===== config.mk =====
export PLATFORM = sky130hd
export DESIGN_NAME = imem_loader
export DESIGN_NICKNAME = d
export VERILOG_FILES = /design/src/rtl/imem_loader_pkg.sv /design/src/rtl/imem_word_packer.sv /design/src/rtl/imem_loader.sv
export SDC_FILE = /design/constraint.sdc
export NUM_CORES = 1
export LEC_CHECK = 0
export ABC_AREA = 1
export BUFFER_PORTS_ARGS = -buffer_cell sky130_fd_sc_hd__clkbuf_2
export CELL_PAD_IN_SITES_DETAIL_PLACEMENT = 0
export CELL_PAD_IN_SITES_GLOBAL_PLACEMENT = 1
export CORE_ASPECT_RATIO = 0.8
export CORE_MARGIN = 2
export CORE_UTILIZATION = 30
export CTS_BUF_LIST = sky130_fd_sc_hd__clkbuf_4 sky130_fd_sc_hd__clkbuf_8 sky130_fd_sc_hd__clkbuf_16
export DETAILED_ROUTE_END_ITERATION = 10
export GPL_ROUTABILITY_DRIVEN = 0
export PLACE_DENSITY = 0.56
export SLEW_MARGIN = 20
export SYNTH_ARGS = -nofsm -noshare
export SYNTH_HDL_FRONTEND = slang
export SYNTH_SLANG_ARGS = --single-unit

===== constraint.sdc =====
create_clock -name CLK -period 5.3 [get_ports CLK]
set_clock_uncertainty 0.05 [all_clocks]
set_input_delay 0.53 -clock CLK [delete_from_list [all_inputs] [get_ports CLK]]
set_output_delay 0.53 -clock CLK [all_outputs]
set_load 0.01 [all_outputs]

===== src/rtl/imem_loader_pkg.sv =====
// Shared definitions for the instruction-memory loader: FSM encoding,
// error cause codes and the frame magic byte.
package imem_loader_pkg;

  // FSM state encoding, kept as plain constants for legacy compatibility
  localparam logic [2:0] ST_IDLE  = 3'd0;
  localparam logic [2:0] ST_MAGIC = 3'd1;
  localparam logic [2:0] ST_LEN   = 3'd2;
  localparam logic [2:0] ST_DATA  = 3'd3;
  localparam logic [2:0] ST_CSUM  = 3'd4;
  localparam logic [2:0] ST_ERROR = 3'd5;

  // Error cause reported on ERR_CODE while ERR is set
  localparam logic [1:0] ERR_TIMEOUT = 2'd0;
  localparam logic [1:0] ERR_MAGIC   = 2'd1;
  localparam logic [1:0] ERR_LEN     = 2'd2;
  localparam logic [1:0] ERR_CSUM    = 2'd3;

  // First byte of every load frame
  localparam logic [7:0] LOADER_MAGIC = 8'hA5;

  // States in which the loader consumes bytes from the host stream
  function automatic logic is_rx_state(input logic [2:0] s);
    return (s == ST_MAGIC) || (s == ST_LEN) || (s == ST_DATA) || (s == ST_CSUM);
  endfunction

endpackage


===== src/rtl/imem_word_packer.sv =====
// Little-endian byte-to-word assembler with running XOR checksum.
// word/word_valid present a completed word for one cycle after its 4th byte.
module imem_word_packer
  import imem_loader_pkg::*;
(
  input  logic        clk,
  input  logic        rst_n,
  input  logic        clear,
  input  logic        byte_en,
  input  logic [7:0]  byte_in,
  output logic        lane_last,
  output logic        word_valid,
  output logic [31:0] word,
  output logic [7:0]  csum
);

  logic [23:0] asm_q;
  logic [1:0]  byte_idx;

  // The next accepted byte completes the current word
  assign lane_last = (byte_idx == 2'd3);

  // Byte lane assembly, checksum accumulation and completed-word strobe
  always_ff @(posedge clk or negedge rst_n) begin
    if (!rst_n) begin
      asm_q      <= '0;
      byte_idx   <= '0;
      csum       <= '0;
      word       <= '0;
      word_valid <= 1'b0;
    end else begin
      word_valid <= 1'b0;
      if (clear) begin
        asm_q    <= '0;
        byte_idx <= '0;
        csum     <= '0;
      end else if (byte_en) begin
        csum <= csum ^ byte_in;
        case (byte_idx)
          2'd0: asm_q[7:0]   <= byte_in;
          2'd1: asm_q[15:8]  <= byte_in;
          2'd2: asm_q[23:16] <= byte_in;
          default: begin
            word       <= {byte_in, asm_q};
            word_valid <= 1'b1;
          end
        endcase
        byte_idx <= byte_idx + 2'd1;
      end
    end
  end

endmodule


===== src/rtl/imem_loader.sv =====
// Run-time instruction memory loader: parses a framed byte stream
// (magic, word count, little-endian words, XOR checksum), writes one
// instruction word per WE pulse and holds the core stalled while loading.
module imem_loader
  import imem_loader_pkg::*;
#(
  parameter int DEPTH       = 128,
  parameter int ADDR_W      = 7,
  parameter int TIMEOUT_CYC = 100000
) (
  input  logic              CLK,
  input  logic              RESET_N,
  input  logic              START,
  input  logic [7:0]        RX_DATA,
  input  logic              RX_VALID,
  output logic              RX_READY,
  output logic              WE,
  output logic [ADDR_W-1:0] WADDR,
  output logic [31:0]       WDATA,
  output logic              CPU_HOLD,
  output logic              BUSY,
  output logic              DONE,
  output logic              ERR,
  output logic [1:0]        ERR_CODE
);

  // Word index carries one extra bit so a count of DEPTH never wraps
  localparam int WI_W = ADDR_W + 1;
  localparam int TO_W = $clog2(TIMEOUT_CYC + 1);

  logic [2:0]        state;
  logic [2:0]        state_d;
  logic              rx_ready;
  logic              busy;
  logic              hold;
  logic              done;
  logic              err;
  logic [1:0]        err_code;
  logic [ADDR_W-1:0] waddr;
  logic [WI_W-1:0]   n_words;
  logic [WI_W-1:0]   word_idx;
  logic [TO_W-1:0]   idle_cnt;

  logic              accept;
  logic              len_ok;
  logic              timeout_hit;
  logic              start_ok;
  logic              fail;
  logic [1:0]        fail_code;
  logic              finish;
  logic              pk_clear;
  logic              pk_en;
  logic              word_done;

  logic              pk_lane_last;
  logic              pk_word_valid;
  logic [31:0]       pk_word;
  logic [7:0]        pk_csum;

  assign accept      = RX_VALID && rx_ready;
  assign len_ok      = (RX_DATA != 8'd0) && (int'(RX_DATA) <= DEPTH);
  assign timeout_hit = is_rx_state(state) && !accept
                       && (idle_cnt == TO_W'(TIMEOUT_CYC - 1));
  // busy is still high in the DONE cycle, so a START there is ignored too
  assign start_ok    = (state == ST_IDLE) && START && !busy;
  assign word_done   = (state == ST_DATA) && accept && pk_lane_last;

  imem_word_packer u_packer (
    .clk        (CLK),
    .rst_n      (RESET_N),
    .clear      (pk_clear),
    .byte_en    (pk_en),
    .byte_in    (RX_DATA),
    .lane_last  (pk_lane_last),
    .word_valid (pk_word_valid),
    .word       (pk_word),
    .csum       (pk_csum)
  );

  // Next-state and error-cause decode for the frame parser
  always_comb begin
    state_d   = state;
    fail      = 1'b0;
    fail_code = ERR_TIMEOUT;
    finish    = 1'b0;
    pk_clear  = 1'b0;
    pk_en     = 1'b0;
    case (state)
      ST_IDLE: begin
        if (start_ok) state_d = ST_MAGIC;
      end
      ST_MAGIC: begin
        if (accept) begin
          if (RX_DATA == LOADER_MAGIC) begin
            state_d = ST_LEN;
          end else begin
            fail      = 1'b1;
            fail_code = ERR_MAGIC;
          end
        end
      end
      ST_LEN: begin
        if (accept) begin
          if (len_ok) begin
            state_d  = ST_DATA;
            pk_clear = 1'b1;
          end else begin
            fail      = 1'b1;
            fail_code = ERR_LEN;
          end
        end
      end
      ST_DATA: begin
        if (accept) begin
          pk_en = 1'b1;
          if (pk_lane_last && (word_idx == n_words - WI_W'(1))) state_d = ST_CSUM;
        end
      end
      ST_CSUM: begin
        if (accept) begin
          if (RX_DATA == pk_csum) begin
            state_d = ST_IDLE;
            finish  = 1'b1;
          end else begin
            fail      = 1'b1;
            fail_code = ERR_CSUM;
          end
        end
      end
      ST_ERROR: state_d = ST_IDLE;
      default:  state_d = ST_IDLE;
    endcase
    if (timeout_hit) begin
      fail      = 1'b1;
      fail_code = ERR_TIMEOUT;
    end
    if (fail) state_d = ST_ERROR;
  end

  // State, handshake, status flags, word addressing and idle timer
  always_ff @(posedge CLK or negedge RESET_N) begin
    if (!RESET_N) begin
      state    <= ST_IDLE;
      rx_ready <= 1'b0;
      busy     <= 1'b0;
      hold     <= 1'b0;
      done     <= 1'b0;
      err      <= 1'b0;
      err_code <= '0;
      waddr    <= '0;
      n_words  <= '0;
      word_idx <= '0;
      idle_cnt <= '0;
    end else begin
      state    <= state_d;
      rx_ready <= is_rx_state(state_d);
      done     <= finish;

      // Success is released one edge after the DONE pulse, back in IDLE
      if ((state == ST_IDLE) && done) begin
        busy <= 1'b0;
        hold <= 1'b0;
      end
      if (start_ok) begin
        busy <= 1'b1;
        hold <= 1'b1;
        err  <= 1'b0;
      end
      // hold is deliberately left set: a failed load leaves a corrupt image
      if (fail) begin
        err      <= 1'b1;
        err_code <= fail_code;
        busy     <= 1'b0;
      end

      if ((state == ST_LEN) && accept && len_ok) begin
        n_words  <= WI_W'(RX_DATA);
        word_idx <= '0;
      end
      if (word_done) begin
        waddr    <= word_idx[ADDR_W-1:0];
        word_idx <= word_idx + WI_W'(1);
      end

      if (accept || !is_rx_state(state)) begin
        idle_cnt <= '0;
      end else begin
        idle_cnt <= idle_cnt + TO_W'(1);
      end
    end
  end

  assign RX_READY = rx_ready;
  assign WE       = pk_word_valid;
  assign WADDR    = waddr;
  assign WDATA    = pk_word;
  assign CPU_HOLD = hold;
  assign BUSY     = busy;
  assign DONE     = done;
  assign ERR      = err;
  assign ERR_CODE = err_code;

endmodule


==> metrics.cfg <==
[outcome]
status=complete, no violations

[timing]
worstMarginPinSlew_ps=869
fin_ws_ps=2980
final_hold_viol_count=0
slew_violations=0
relSlewSlack_pct=42.1
fin_crit_ps=2320
finalSetupViolations=0
post-route-period-util_pct=43.8
tns_ps=0
max_freq_mhz=431
rsz0062_at_grt=false

[die]
initial_core_util_pct=30.8
die_w_um=154
fp.dieH_um=124
coreArea_um2=17500
io_pins=59
rows=43
die_area_um2=19100

[power]
p_per_area_nw_per_um2=424
peakVddDrop_mv=0.221
p_leak_nw=3.40

[layout]
multi_input_area_um2=2060
n_fill_cell=1782
drive_above_1_share_pct=17.2
design_area_um2=6500
n_antenna_cell=0
syn_to_final_growth_pct=20.6
regArea_um2=2930
nets=721

[worst_setup_path]
cp-start-kind=flop
critPathKind=flop to flop
cp.required_ps=5560
crit_path_end_kind=flop
timing.rr.end=u_packer.word[9]
cp_common_cell=nand2_1
r2r-start=RX_READY
crit_fanout=44
rrSetupSlack_ps=2980
crit_slowest_cell=inv_1
worstPathArrival_ps=2580
reg2reg_depth=9
crit_chain=nand2_1 -> inv_1 -> nand2_2 -> inv_2 -> nand2_1 -> buf_4 -> inv_1 -> nand2_1 -> nand2_1
critPathMaxStageDelay_ps=430

[drt]
ant_nets=0
wl_per_cell_um=13.4
avgViaCountPerCell=4.50
drt_iter0_markers=163
via_count=4228
drt-total-wl_um=12600
drc=0
dr.pass1.iters=4

[logic_synthesis]
synth_area_leader_cell=dfrtp_1
yosysMostFrequentCell=nand2_1
ys_async_sr_fraction_pct=100
synth_nets=657
synth-edff-count=0
synth_flop_cell=dfrtp_1
syn_avg_cell_area_um2=8.46
synth_top_cells_by_count=208 x nand2_1, 117 x dfrtp_1, 69 x inv_1
yosys-top-cells-area=dfrtp_1 54%, nand2_1 14%, inv_1 4.8%
synth_seq_cells=117
netlist_area_um2=5390
synth_seq_area_share_pct=54.3
synthDistinctLibCells=35
synth_top_area_share_pct=54.3
synth_cells=637
synth_warnings=0

[place]
port_buffers=58
placed_area_um2=5890
pre_cts_slack_ps=2650
place_hpwl_um=8910

[global_route]
grt_max_degree=68
gr-total-overflow=0
grt_pass1_vias=4112
grt.total_usage_pct=14.7
grt_pass1_wl_um=21600
grt_antenna_before_repair=0

[clocking]
clockBufferDepth=2
cts-root-buf=clkbuf_16
clk_latency_ps=420
cts_resized=0
postCtsSetupRepairBufs=0
clk_pin_slew_ps=60
cts_buffers=17
cts_hold_buf=0
clock-sinks=117
htree_levels=4
cts_tree=built

[min_path]
hp-class=input port to async pin

[flow_run]
drv_cap=0

[final cells by class]
type	count	area share, %
flip-flops and latches	117	45.1
inverters	80	4.70
well taps	225	4.33
repair buffers	60	4.74
multi-input cells	425	31.7
clock inverters	13	2.66
clock buffers	19	6.78
[through the flow]
stage / cells / power [mW] / hold WS (ps) / utilization (%)
4_1_cts: 939 / 2.80 / 218 / 37.2
2_1_floorplan: 637 / 1.43 / 184 / -
3_5_place_dp: 907 / 1.59 / 410 / 33.7
6_report: 939 / 2.75 / 171 / 37.2
3_3_place_gp: 907 / 1.58 / 400 / 33.7
5_1_grt: 939 / 2.93 / 241 / 37.2
[layer usage]
metal	GRT usage, %	part of all wire (%)	wire length, µm
met1	20.4	51	6410
met2	22.2	44	5490
met3	3.76	4.2	528
met4	5.96	1.4	180
met5	0	0	0
[cells by family after synthesis]
logic type | share of synthesized area [%]
AOI/OAI and AO/OA | 9.70
xor gates and xnor gates | 2.53
adders and majority gates | 1.86
buffers and inverters | 7.40
DFF | 54.3
and+or+nand+nor | 24.2
[flip-flops by register name, indices dropped and copies added, names as in the netlist, 3 cells and up]
register        flops
state               3
u_packer.word      32
n_words             8
u_packer.asm_q     24
idle_cnt           17
WADDR               7
word_idx            8
u_packer.csum       8
[how the worst max path moves through the flow]
| stage | to | startpoint | slack [ps] |
|---|---|---|---|
| 6_report | u_packer.word[9] | RX_READY | 2980 |
| 5_1_grt | u_packer.word[2] | RX_READY | 2660 |
| 4_1_cts | u_packer.word[9] | RX_READY | 2880 |
| 3_5_place_dp | u_packer.word[9] | RX_VALID | 2650 |
| 3_3_place_gp | u_packer.csum[0] | RX_DATA[1] | 2690 |
| 2_1_floorplan | u_packer.asm_q[21] | RX_DATA[6] | 3460 |
[layout by cell type, fill, tap and decap left out, drive strengths merged, types with 2 or more instances in the layout]
cell type | synthesis | final
nand2 | 214 | 214
dfrtp | 117 | 117
inv | 80 | 84
clkbuf | 7 | 76
o21ai | 63 | 63
nor2 | 47 | 47
nand3 | 23 | 23
nor3 | 19 | 19
a21oi | 18 | 18
ha | 8 | 8
xor2 | 7 | 7
xnor2 | 6 | 6
a22oi | 5 | 5
clkinv | 0 | 5
nand4 | 4 | 4
o32ai | 3 | 3
bufinv | 0 | 3
buf | 8 | 3
nor4 | 2 | 2
a211oi | 2 | 2
[power by group]
group	switching [mW]	internal, mW	total (mW)
Clock	0.433	0.757	1.19
Sequential	0.0938	1.02	1.11
Combinational	0.287	0.165	0.452
Total	0.814	1.94	2.75
[worst max-delay path, delay by kind of cell, from the launching register on]
| family | cells | cell delay [ps] |
|---|---|---|
| and+or+nand+nor | 5 | 650 |
| DFF | 1 | 380 |
| buffers and inverters | 4 | 1110 |
Power figures use the tool's default switching activity.
